[src/rtl/ws2812_frame_ctrl.sv]
// Frame-buffer controller for the WS2812 sender: two-requester write arbiter, shadow buffer,
// and a commit that swaps into the active buffer only inside the reset gap. Macro: WS2812_CTRL_BRIGHT_EN.
module ws2812_frame_ctrl #(
    parameter int unsigned DEPTH  = 24,
    parameter int unsigned WS_NUM = 7,
    parameter int unsigned CLKHZ  = 50_000_000,
    parameter int unsigned GAP_US = 100,
    parameter int unsigned RES_US = 500,
    localparam int unsigned ADDR_W = $clog2(WS_NUM)
) (
    input  logic                             clk,
    input  logic                             rst,
    input  logic [1:0]                       wr_valid,
    output logic [1:0]                       wr_ready,
    input  logic [2*ADDR_W-1:0]              wr_addr,
    input  logic [2*DEPTH-1:0]               wr_data,
    input  logic [1:0]                       commit_req,
    input  logic                             data_stream,
`ifdef WS2812_CTRL_BRIGHT_EN
    input  logic [7:0]                       bright,
`endif
    output logic [WS_NUM-1:0][DEPTH-1:0]     wscolor,
    output logic                             commit_done,
    output logic                             busy,
    output logic                             err_addr
);

    localparam int unsigned GAP_CYC = 32'((64'(GAP_US) * 64'(CLKHZ)) / 64'd1_000_000);
    localparam int unsigned RES_CYC = 32'((64'(RES_US) * 64'(CLKHZ)) / 64'd1_000_000);
    localparam int unsigned WIN_HI  = RES_CYC - 8;
    localparam int unsigned CNT_W   = $clog2(RES_CYC + 1);

    typedef enum logic [1:0] {
        IDLE     = 2'd0,
        WAIT_GAP = 2'd1,
        SWAP     = 2'd2
    } state_t;

    state_t                          state_q, state_d;
    logic [WS_NUM-1:0][DEPTH-1:0]    shadow_q;
    logic [WS_NUM-1:0][DEPTH-1:0]    active_q;
    logic [CNT_W-1:0]                cnt_q;
    logic                            gap_used_q;
    logic                            last_grant_q;
    logic                            commit_done_q;
    logic                            busy_q;
    logic                            err_addr_q;

    logic                            accept;
    logic                            sel;
    logic [ADDR_W-1:0]               sel_addr;
    logic [DEPTH-1:0]                sel_data;
    logic                            addr_ok;
    logic                            in_window;
    logic                            swap_go;

    // Round-robin grant; the requester not served last time wins a contention.
    always_comb begin
        wr_ready = 2'b00;
        if (state_q != SWAP) begin
            if (wr_valid == 2'b11) begin
                wr_ready = last_grant_q ? 2'b01 : 2'b10;
            end else begin
                wr_ready = wr_valid;
            end
        end
    end

    assign accept   = |(wr_valid & wr_ready);
    assign sel      = wr_ready[1];
    assign sel_addr = sel ? wr_addr[2*ADDR_W-1:ADDR_W] : wr_addr[ADDR_W-1:0];
    assign sel_data = sel ? wr_data[2*DEPTH-1:DEPTH] : wr_data[DEPTH-1:0];
    assign addr_ok  = 32'(sel_addr) < WS_NUM;

    // One swap per gap: gap_used blocks a re-pended commit until the line goes high again.
    assign in_window = (cnt_q >= CNT_W'(GAP_CYC)) && (cnt_q <= CNT_W'(WIN_HI)) && !gap_used_q;

    always_ff @(posedge clk) begin
        if (rst) begin
            state_q <= IDLE;
        end else begin
            state_q <= state_d;
        end
    end

    always_comb begin
        state_d = state_q;
        swap_go = 1'b0;
        case (state_q)
            IDLE: begin
                if (|commit_req) begin
                    state_d = WAIT_GAP;
                end
            end
            WAIT_GAP: begin
                if (in_window && !accept) begin
                    state_d = SWAP;
                    swap_go = 1'b1;
                end
            end
            SWAP: begin
                state_d = (|commit_req) ? WAIT_GAP : IDLE;
            end
            default: begin
                state_d = IDLE;
            end
        endcase
    end

    // Low-time counter on the sender output, saturating at the reset-gap length.
    always_ff @(posedge clk) begin
        if (rst) begin
            cnt_q      <= '0;
            gap_used_q <= 1'b0;
        end else begin
            if (data_stream) begin
                cnt_q <= '0;
            end else if (cnt_q < CNT_W'(RES_CYC)) begin
                cnt_q <= cnt_q + CNT_W'(1);
            end
            if (data_stream) begin
                gap_used_q <= 1'b0;
            end else if (swap_go) begin
                gap_used_q <= 1'b1;
            end
        end
    end

    always_ff @(posedge clk) begin
        if (rst) begin
            shadow_q      <= '0;
            active_q      <= '0;
            last_grant_q  <= 1'b1;
            commit_done_q <= 1'b0;
            busy_q        <= 1'b0;
            err_addr_q    <= 1'b0;
        end else begin
            if (accept) begin
                last_grant_q <= sel;
                if (addr_ok) begin
                    shadow_q[sel_addr] <= sel_data;
                end
            end
            if (swap_go) begin
                active_q <= shadow_q;
            end
            commit_done_q <= swap_go;
            busy_q        <= (state_d != IDLE);
            err_addr_q    <= accept && !addr_ok;
        end
    end

    assign commit_done = commit_done_q;
    assign busy        = busy_q;
    assign err_addr    = err_addr_q;

`ifdef WS2812_CTRL_BRIGHT_EN
    logic [WS_NUM-1:0][DEPTH-1:0] scaled_q;

    function automatic logic [7:0] scale_ch(input logic [7:0] ch, input logic [7:0] b);
        logic [15:0] prod;
        prod = 16'(ch) * (16'(b) + 16'd1);
        return 8'(prod >> 8);
    endfunction

    // Per-channel brightness scaling, registered; bright=255 passes colours through.
    always_ff @(posedge clk) begin
        if (rst) begin
            scaled_q <= '0;
        end else begin
            for (int l = 0; l < int'(WS_NUM); l++) begin
                for (int c = 0; c < int'(DEPTH / 8); c++) begin
                    scaled_q[l][c*8 +: 8] <= scale_ch(active_q[l][c*8 +: 8], bright);
                end
            end
        end
    end

    assign wscolor = scaled_q;
`else
    assign wscolor = active_q;
`endif

endmodule

[config.mk]
export PLATFORM = sky130hd
export DESIGN_NAME = ws2812_frame_ctrl
export DESIGN_NICKNAME = d
export VERILOG_FILES = /design/src/rtl/ws2812_frame_ctrl.sv
export SDC_FILE = /design/constraint.sdc
export NUM_CORES = 1
export LEC_CHECK = 0
export CORE_MARGIN = 1.5
export CORE_UTILIZATION = 45
export CTS_CLUSTER_SIZE = 28
export DETAILED_ROUTE_END_ITERATION = 12
export PLACE_DENSITY = 0.68
export RECOVER_POWER = 100
export SYNTH_ARGS = -nofsm -noshare
export SYNTH_HDL_FRONTEND = slang
export SYNTH_SLANG_ARGS = --single-unit
export TNS_END_PERCENT = 100
[constraint.sdc]
create_clock -name clk -period 6.2 [get_ports clk]
set_clock_uncertainty 0.1 [all_clocks]
set_input_delay 0.62 -clock clk [delete_from_list [all_inputs] [get_ports clk]]
set_output_delay 0.62 -clock clk [all_outputs]
set_load 0.1 [all_outputs]
# Yosys cells after proc, flatten, opt, wreduce, memory -nomap -nowiden
# Index checks and enable logic that the tools add are counted.
[totals]
elab_cells = 61
reg_bits = 358
out_inout_bits = 173
[classes]
magnitude_cmp = 6
n_reduce_logical = 14
addsub = 1
eq_ne = 4
n_bitwise = 1
n_mux = 14
[op_table]
columns = ["op", "n"]
rows = [
  ["168-bit bitwise mux", 1],
  ["24-bit demux with 3-bit select", 1],
  ["24-bit two-way mux", 2],
  ["15-bit by 1-bit adder with 15-bit output (second input constant)", 1],
  ["15-bit by 13-bit greater-or-equal comparator with 1-bit output (second input constant)", 1],
  ["15-bit less-or-equal comparator (second input constant)", 1],
  ["15-bit < comparator (second input constant)", 1],
  ["2-bit two-way mux", 5],
  ["2-bit one-hot mux with 3 select lines", 1],
  ["2-bit OR reduction", 3],
  ["1-bit logical AND", 5],
  ["2-bit equality test (second input constant)", 2],
  ["3-bit by 4-bit < comparator with 1-bit output (second input constant)", 1],
  ["3-bit by 1-bit greater-or-equal comparator with 1-bit output (second input constant)", 1],
  ["1-bit zero test", 3],
  ["3-bit < comparator (second input constant)", 1],
  ["1-bit two-way mux", 3],
  ["3-bit two-way mux", 1],
  ["2-bit bitwise AND", 1],
  ["2-bit by 1-bit equality test with 1-bit output (second input constant)", 1],
  ["2-bit zero test", 1],
  ["2-bit != test (second input constant)", 1],
  ["2-bit AND reduction", 1],
  ["2-bit nonzero test", 1],
]

# Depth between registers and ports, before layout
# Gate-level depths: netlist of run 1.
[depth]
ltp_word = 10
depth_mapped = 9

# Least setup slack after synthesis of run 1
# Ideal clock, no wire load.
[synth_path]
path_kind = "input -> output"
start = "input wr_valid[1]"
end = "output wr_ready[0]"
required_time_ns = 5.480
slack_ns = 3.206
t_arrival_ns = 2.274
stages = 2
path_cell_list = "buf_6 -> a21oi_1"
[synth_via]
elab_chain_cells = 3
[synth_rtl]
columns = ["item", "line", "text"]
rows = [
  ["from (decl)", "13", "input logic [1:0] wr_valid,"],
  ["2-bit equality test", "61", "if (wr_valid == 2'b11) begin"],
  ["2-bit two-way mux", "61", ""],
  ["2-bit two-way mux", "60", "if (state_q != SWAP) begin"],
  ["to (decl)", "14", "output logic [1:0] wr_ready,"],
]
# Every way passes these cells.

# Worst setup path after layout of run 1
[layout_path]
start = "input wr_valid[1]"
end = "register shadow_q[14] in the netlist's numbering"
[layout_via]
elab_chain_cells = 9
elab_cells_between_ends = 15
cone_classes = "order compare (3); eq/ne (1); mux (7); bitwise (1); reduce/logical (3)"
[layout_rtl]
columns = ["item", "line", "text"]
rows = [
  ["2-bit equality test", "61", ""],
  ["2-bit two-way mux", "61", ""],
  ["2-bit two-way mux", "60", ""],
  ["3-bit two-way mux", "71", "assign sel_addr = sel ? wr_addr[2*ADDR_W-1:ADDR_W] : wr_addr[ADDR_W-1:0];"],
  ["3-bit by 4-bit < comparator with 1-bit output (not written as such) / 3-bit by 1-bit greater-or-equal comparator with 1-bit output (equally long branches)", "141", "shadow_q[sel_addr] <= sel_data;"],
  ["1-bit logical AND (not written as such)", "141", ""],
  ["24-bit two-way mux (not written as such)", "141", ""],
  ["24-bit demux with 3-bit select", "141", ""],
  ["168-bit bitwise mux", "141", ""],
  ["to (signal, indexed assignment)", "141", ""],
  ["to (decl)", "40", "logic [WS_NUM-1:0][DEPTH-1:0] shadow_q;"],
]
# Several ways; a longest one is shown, not always the timed one.
# A chain may end at the register's enable or synchronous reset.

==> results.cfg, run 1 <==
[critical_path]
timing.critical_path.max_delay_family = buffers and inverters
worstPathArrival_ns = 5.11
worstPathBufferInverterCount = 3
critical_path.max_fanout = 25
path_cells = dlygate4sd3_1, clkinvlp_2, nor3_1, buf_4, mux2i_1, a211oi_1
crit_path_top_delay_cell = mux2i_1
critical_path_required_time_ns = 6.40
setup.worst_path.end_class = flop
cpPeakStageDelay_ns = 1.42
critPathLaunchType = input port
crit_type = in2reg

[cts]
worst_skew_pair.late_latency_ns = 0.51
clock-root-buffer = clkbuf_16
cts_resized = 0
tritoncts = built
cts_buffer_depth = 3
h_tree_levels = 2
cts_bufs_inserted = 39
cts_post_setup_buffers_inserted = 0
cts.reportedPaths.clkPinSlew_ns = 0.06
cts_num_sinks = 358
post_cts_hold_buffer_count = 0

[timing]
finalHoldViolations = 0
timing.setup.tns_ns = 0
report.final.slew_viol_count = 106
holdWs_ns = 0.367
period_share = 0.792
max_slew_margin = -0.250
layout_min_cycle_time_ns = 4.91
tightestPinTransition_ns = 1.87
setup_viol = 0
rsz0062_at_grt = no
timing.fmax_mhz = 204

[yosys]
synthesis.area_sq_um = 15400
synth_top_area_frac = 0.465
yosysWarningCount = 0
post_synth_inst_count = 1511
cell_type_with_the_largest_total_area_after_synthesis = dfxtp_1
synth-async-reset-ratio = 0
ys_dominant_reg_cell = dfxtp_1
post_synth.cell_area_avg_sq_um = 10.2
yosys-top-cells-area = dfxtp_1 (47%), nand2b_1 (14%), mux2i_1 (12%)
synth.yosys.seq_area_share = 0.465
netlist-cell-type-count = 57
synth_enable_flop_cells = 0
synth_seq_cells = 358
syn-num-nets = 1574

[grt]
maximum_number_of_pins_on_one_net_before_global_route_repair = 287
grt_pass1_wl_microns = 64200
global_route.overflow_total = 0
grt_use_total = 0.231
grt_pass1_vias = 11023
grt_antenna_before_repair = 3

[min_path]
worst_min_path_class = reg2reg

[cells_and_area]
filler_instances = 2921
final_cell_mix = dfxtp_1 (358), nand2b_1 (336), mux2i_1 (195)
mostFrequentLayoutCell = dfxtp_1
finish.net_count = 1743
layout-area-overhead-vs-synth_pct = 22.1
seq_area_sq_um = 7170
multi_input_comb_area_sq_um = 7330
final_layout_size_suffix_gt1_frac = 0.0599

[placed_design]
number_of_i_o_port_buffers = 233
dp_hpwl_microns = 26800
routabilityCongestion = 0.809

[floorplan]
die-width_microns = 188
die_area_sq_um = 35400
die_h_microns = 188
row_count = 67
pin_count = 234
fp.coreArea_sq_um = 33600
initial_utilization = 0.458

[routing]
drtIter0Drc = 1031
dr_pass1_iterations = 7
drt.antenna.violating_nets = 0
avgViaCountPerCell = 5.43
dr_total_vias = 11699
drt-wirelength-per-cell_microns = 19.5
drcViolationCount = 0
routed_wirelength_microns = 42100

[power_and_ir_drop]
peakVddDrop_mv = 0.217
static_leakage_nw = 6.43
power_per_cell_area_nw_per_um2 = 264

[status]
run_status = finished, violations left
violated_checks = capacitance limit, slew limit

[run]
max_cap_violations = 10
[logic make-up (layout without fill, tap and decap cells)]
family,Yosys count,count (layout),synth area share
muxes,196,196,0.130
other,0,3,0
and+or+nand+nor,599,599,0.237
adders and majority gates,2,2,0.00162
AOI/OAI and AO/OA,213,213,0.113
buffers and inverters,143,336,0.0537
DFF,358,358,0.465
[cells in the mapped netlist (7+ instances only)]
library cell and number:
dfxtp_1 358, nand2b_1 336, mux2i_1 185, nor3_1 173
a211oi_1 166, clkbuf_1 57, buf_2 39, buf_6 16
buf_4 15, mux2i_2 11, nand2_1 11, a21oi_1 10
nor2_1 8, nor4_4 8, a2111oi_4 7, inv_1 7
nand3_1 7, nor4_1 7, or4_1 7
[worst paths after layout]
check | startpoint | to | slack [ns] | cells after the start
worst max-delay path | wr_valid[1] | shadow_q[14] | 1.29 | 6
worst min-delay path | wscolor[55] | wscolor[55] | 0.37 | 2
worst max register to register | cnt_q[10] | wscolor[96] | 2.34 | 5
worst min register to register | wscolor[55] | wscolor[55] | 0.37 | 2
[per-layer routing]
layer / global-route usage / routed length [microns] / up-vias
met5: 0 / 0 / -
met4: 0.0594 / 799 / 0
met3: 0.0365 / 2270 / 56
met2: 0.385 / 20400 / 337
met1: 0.312 / 18600 / 5595
li1: - / - / 5711
[worst register-to-register path, cell delays in order (launching register included)]
cell,delay [ns]
dfxtp_1,0.35
nor4_1,0.92
o221ai_2,0.17
nor3_1,0.43
clkbuf_2,1.41
mux2i_1,0.39
[sequential cells by signal, indices dropped and copies added, names as in the netlist]
| signal | count |
|---|---|
| commit_done | 1 |
| wscolor | 168 |
| state_q | 2 |
| last_grant_q | 1 |
| gap_used_q | 1 |
| busy | 1 |
| err_addr | 1 |
| cnt_q | 15 |
| shadow_q | 168 |
[cell type report]
class	instances	area share
multi-input combinational	1010	0.389
tap	448	0.0298
clock buffer	60	0.0603
clock inverter	5	0.00153
antenna	3	0.000399
sequential	358	0.381
timing repair buffer	263	0.136
inverter	8	0.00166
[per-stage QoR]
stage                     cells  instance area, sq um  setup slack [ns]   util  power [W]
final                      2155                 18800              1.29  0.560    0.00498
after global routing       2153                 18800              1.14  0.560    0.00515
after CTS                  2151                 19000              2.29  0.564    0.00503
after detailed placement   2086                 17800              1.90  0.529    0.00290
after global placement     2086                 17800              1.99  0.529    0.00289
after floorplan            1511                 15400              3.21      -    0.00274
[report_power, final]
part,internal [W],switching [W]
Combinational,0.000170,0.000257
Sequential,0.00237,0.0000450
Clock,0.00125,0.000883
Total,0.00379,0.00118
(Power assumes the default switching activity.)
==> inputs of run 2 (changes only) <==
PLACE_DENSITY = 0.71   (was 0.68)
clock period = 4.5 ns   (was 6.2 ns; I/O delays follow)
==> run 2 against run 1 <==
Effect of this change:
- the flow finishes with violations (capacitance limit)
- final cell count up 0.88%
- clock power rose by 57%
- first-iteration DRC count shrank 5.9%
- total power increased by 47%
- routed wire length rose by 3.1%
- global-route usage is 0.63 points higher
- setup slack got worse by 0.64 ns
- count of clock-buffer cells in the layout unchanged
- sequential power rose by 38%
- largest cell class unchanged
- largest power group is now clock
==> results.cfg, run 2 (synthesis gave the netlist of run 1 again) <==
[routing]
routed_wirelength_microns = 43400
dr_total_vias = 11965
avgViaCountPerCell = 5.50
drt-wirelength-per-cell_microns = 19.9
dr_pass1_iterations = 7
drt.antenna.violating_nets = 0
drtIter0Drc = 970
drcViolationCount = 0

[floorplan]
pin_count = 234
die_area_sq_um = 35400
die_h_microns = 188
die-width_microns = 188
initial_utilization = 0.458
row_count = 67
fp.coreArea_sq_um = 33600

[cts]
cts_num_sinks = 358
cts.reportedPaths.clkPinSlew_ns = 0.06
clock-root-buffer = clkbuf_16
cts_buffer_depth = 3
h_tree_levels = 2
cts_resized = 0
cts_bufs_inserted = 39
worst_skew_pair.late_latency_ns = 0.52
tritoncts = built
cts_post_setup_buffers_inserted = 0
post_cts_hold_buffer_count = 0

[critical_path]
critical_path_required_time_ns = 4.72
crit_path_frequent_cell = clkbuf_1
crit_type = in2reg
cpPeakStageDelay_ns = 0.94
worstPathArrival_ns = 4.07
path_cells = clkdlybuf4s50_1, buf_4, inv_4, nor3_4, clkbuf_1, mux2i_2, clkbuf_1, a211oi_1
setup.worst_path.end_class = flop
critPathLaunchType = input port
critical_path.max_fanout = 14
crit_path_top_delay_cell = clkbuf_1

[grt]
grt_use_total = 0.238
grt_pass1_vias = 11260
grt_antenna_before_repair = 3
grt_pass1_wl_microns = 66000
global_route.overflow_total = 0
maximum_number_of_pins_on_one_net_before_global_route_repair = 203

[cells_and_area]
mostFrequentLayoutCell = dfxtp_1
finish.net_count = 1759
post_layout_nonfiller_instances = 2174
final_cell_mix = dfxtp_1 (358), nand2b_1 (336), mux2i_1 (179)
final_layout_size_suffix_gt1_frac = 0.0696
layout-area-overhead-vs-synth_pct = 23.8

[power_and_ir_drop]
fin_total_pwr_w = 0.00730
peakVddDrop_mv = 0.226
static_leakage_nw = 6.52
power_per_cell_area_nw_per_um2 = 383

[timing]
max_slew_margin = 0.00536
layout_min_cycle_time_ns = 3.85
rsz0062_at_grt = no
period_share = 0.855
timing.setup.tns_ns = 0
tightestPinTransition_ns = 1.49
finalHoldViolations = 0
timing.fmax_mhz = 260
setup_viol = 0
report.final.slew_viol_count = 0
holdWs_ns = 0.367

[status]
run_status = finished, violations left
violated_checks = capacitance limit

[placed_design]
routabilityCongestion = 0.833
dp_hpwl_microns = 28300
number_of_i_o_port_buffers = 233
dpl_cells = 2103

[min_path]
worst_min_path_class = reg2reg

[run]
max_cap_violations = 1
## run 2: metrics by stage
step	setup slack [ns]	utilization	area (sq um)
after floorplan	1.85	-	15400
after global placement	0.779	0.534	18000
after detailed placement	0.734	0.534	18000
after CTS	1.24	0.574	19300
after global routing	0.587	0.568	19100
final	0.654	0.568	19100
## run 2: metal layers
layer / share of wire / global-route usage
met1: 0.43 / 0.317
met2: 0.48 / 0.386
met3: 0.055 / 0.0361
met4: 0.039 / 0.0926
met5: 0 / 0
## run 2: cell type report
type,count,area [sq um]
Antenna cell,2,5.00
Clock buffer,60,1210
Clock inverter,9,153
Fill cell,2941,14500
Inverter,8,32.5
Multi-Input combinational cell,1010,7330
Sequential cell,358,7170
Tap cell,448,561
Timing Repair Buffer,279,2630
## run 2: critical path: cells and delay by family
family	cells	cell delay, ns
AOI/OAI and AO/OA	1	0.19
and+or+nand+nor	1	0.58
buffers and inverters	5	2.55
muxes	1	0.28
## run 2: path summary, 6_finish.rpt
path,startpoint,slack (ns),to,depth (start not counted)
setup / recovery,wr_valid[1],0.65,shadow_q[106],8
hold / removal,wscolor[57],0.37,wscolor[57],2
setup reg to reg,state_q[0],0.92,shadow_q[106],6
hold reg to reg,wscolor[57],0.37,wscolor[57],2
## run 2: where the power goes
part | internal [W] | switching [W]
clock network | 0.00207 | 0.00129
logic | 0.000247 | 0.000356
registers | 0.00326 | 0.0000673
total | 0.00559 | 0.00171
==> inputs of run 3 (changes only) <==
CORE_UTILIZATION = 49   (was 45)
PLACE_DENSITY = 0.76   (was 0.71)
==> run 3 against run 2 <==
Effect of this change:
- the run ends with DRC left
- via count fell by 0.95%
- global-route usage rose by 0.94 points
- critical path depth decreased by 2
- sequential power hardly changed
- worst hold slack is essentially flat
- critical path type unchanged
==> results.cfg, run 3 (synthesis gave the netlist of run 1 again) <==
[cts]
post_cts_hold_buffer_count = 0
cts_bufs_inserted = 38
cts.reportedPaths.clkPinSlew_ns = 0.06
tritoncts = built
cts_buffer_depth = 3
clock-root-buffer = clkbuf_16
cts_resized = 0
cts_post_setup_buffers_inserted = 0
cts_num_sinks = 358
worst_skew_pair.late_latency_ns = 0.52
h_tree_levels = 2

[power_and_ir_drop]
peakVddDrop_mv = 0.323
power_per_cell_area_nw_per_um2 = 370
static_leakage_nw = 6.51

[placed_design]
number_of_i_o_port_buffers = 233
dpl_worst_slack_ns = 0.982
dp_hpwl_microns = 26300
dpl_cells = 2048
routabilityCongestion = 0.845

[critical_path]
critPathLaunchType = input port
critical_path.max_fanout = 25
setup.worst_path.end_class = flop
worstPathArrival_ns = 3.87
critical_path_required_time_ns = 4.72
crit_type = in2reg

[routing]
dr_total_vias = 11851
avgViaCountPerCell = 5.60
drt-wirelength-per-cell_microns = 19.7
dr_pass1_iterations = 9
drcViolationCount = 12
drtIter0Drc = 901
routed_wirelength_microns = 41600
drt.antenna.violating_nets = 0

[cells_and_area]
mostFrequentLayoutCell = dfxtp_1
layout-area-overhead-vs-synth_pct = 23.1
finish.net_count = 1755
final_cell_mix = dfxtp_1 (358), nand2b_1 (336), mux2i_1 (189)
final_layout_size_suffix_gt1_frac = 0.0704
post_layout_nonfiller_instances = 2115
antenna_cells = 0

[timing]
setup_viol = 0
timing.setup.tns_ns = 0
period_share = 0.812
report.final.slew_viol_count = 0
finalHoldViolations = 0
setup_ws_ns = 0.845
tightestPinTransition_ns = 1.25
max_slew_margin = 0.142
rsz0062_at_grt = no
timing.fmax_mhz = 274
holdWs_ns = 0.368
layout_min_cycle_time_ns = 3.65

[grt]
maximum_number_of_pins_on_one_net_before_global_route_repair = 216
grt_pass1_vias = 11164
grt_antenna_before_repair = 1
grt_use_total = 0.247
global_route.overflow_total = 0
grt_pass1_wl_microns = 63500

[status]
run_status = finished, violations left
violated_checks = DRC

[floorplan]
die_area_sq_um = 32500
row_count = 64
fp.coreArea_sq_um = 30700
die-width_microns = 180
die_h_microns = 180
pin_count = 234
initial_utilization = 0.501

[min_path]
worst_min_path_class = reg2reg

[run]
max_cap_violations = 0
[run 3: cell count changes in the layout (fill, tap and decap cells not counted), sizes merged]
cell and delta:
diode -2, clkbuf -11, buf +8, bufinv -3
clkinv +2, clkinvlp -1
[run 3: routing by layer]
metal  global-route usage  part of all wire  vias up
met5                    0                 0        -
met4               0.0985             0.031        0
met3               0.0542             0.062       77
met2                0.402              0.48      356
met1                0.320              0.43     5695
li1                     -                 -     5723
[run 3: worst max-delay path, cell delays in order]
cell	delay [ns]
clkdlybuf4s50_1	0.53
and2_0	0.57
nor3_4	0.28
clkbuf_2	0.73
mux2i_1	1.10
a211oi_1	0.20
[run 3: power by group]
group          switching (W)  total (W)  internal, W
combinational       0.000363   0.000606     0.000243
clock                0.00123    0.00310      0.00187
sequential         0.0000609    0.00332      0.00326
[run 3: cell type report]
cell class / count / area, sq um
fillers: 2625 / 11800
multi-input cells: 1010 / 7390
flip-flops and latches: 358 / 7170
repair buffers: 276 / 2640
clock buffers: 60 / 1190
well taps: 396 / 495
clock inverters: 7 / 65.1
inverters: 8 / 32.5
[run 3: final timing paths]
kind / startpoint / end / slack, ns / depth (start not counted)
max: wr_valid[0] / shadow_q[56] / 0.85 / 6
min: wscolor[75] / wscolor[75] / 0.37 / 2
max reg2reg: last_grant_q / shadow_q[99] / 0.99 / 6
min reg2reg: wscolor[75] / wscolor[75] / 0.37 / 2
[run 3: through the flow]
stage	instance area, sq um	power [W]	utilization
2_1_floorplan	15400	0.00378	-
3_3_place_gp	17800	0.00399	0.580
3_5_place_dp	17800	0.00401	0.580
4_1_cts	19100	0.00708	0.621
5_1_grt	19000	0.00725	0.617
6_report	19000	0.00703	0.617
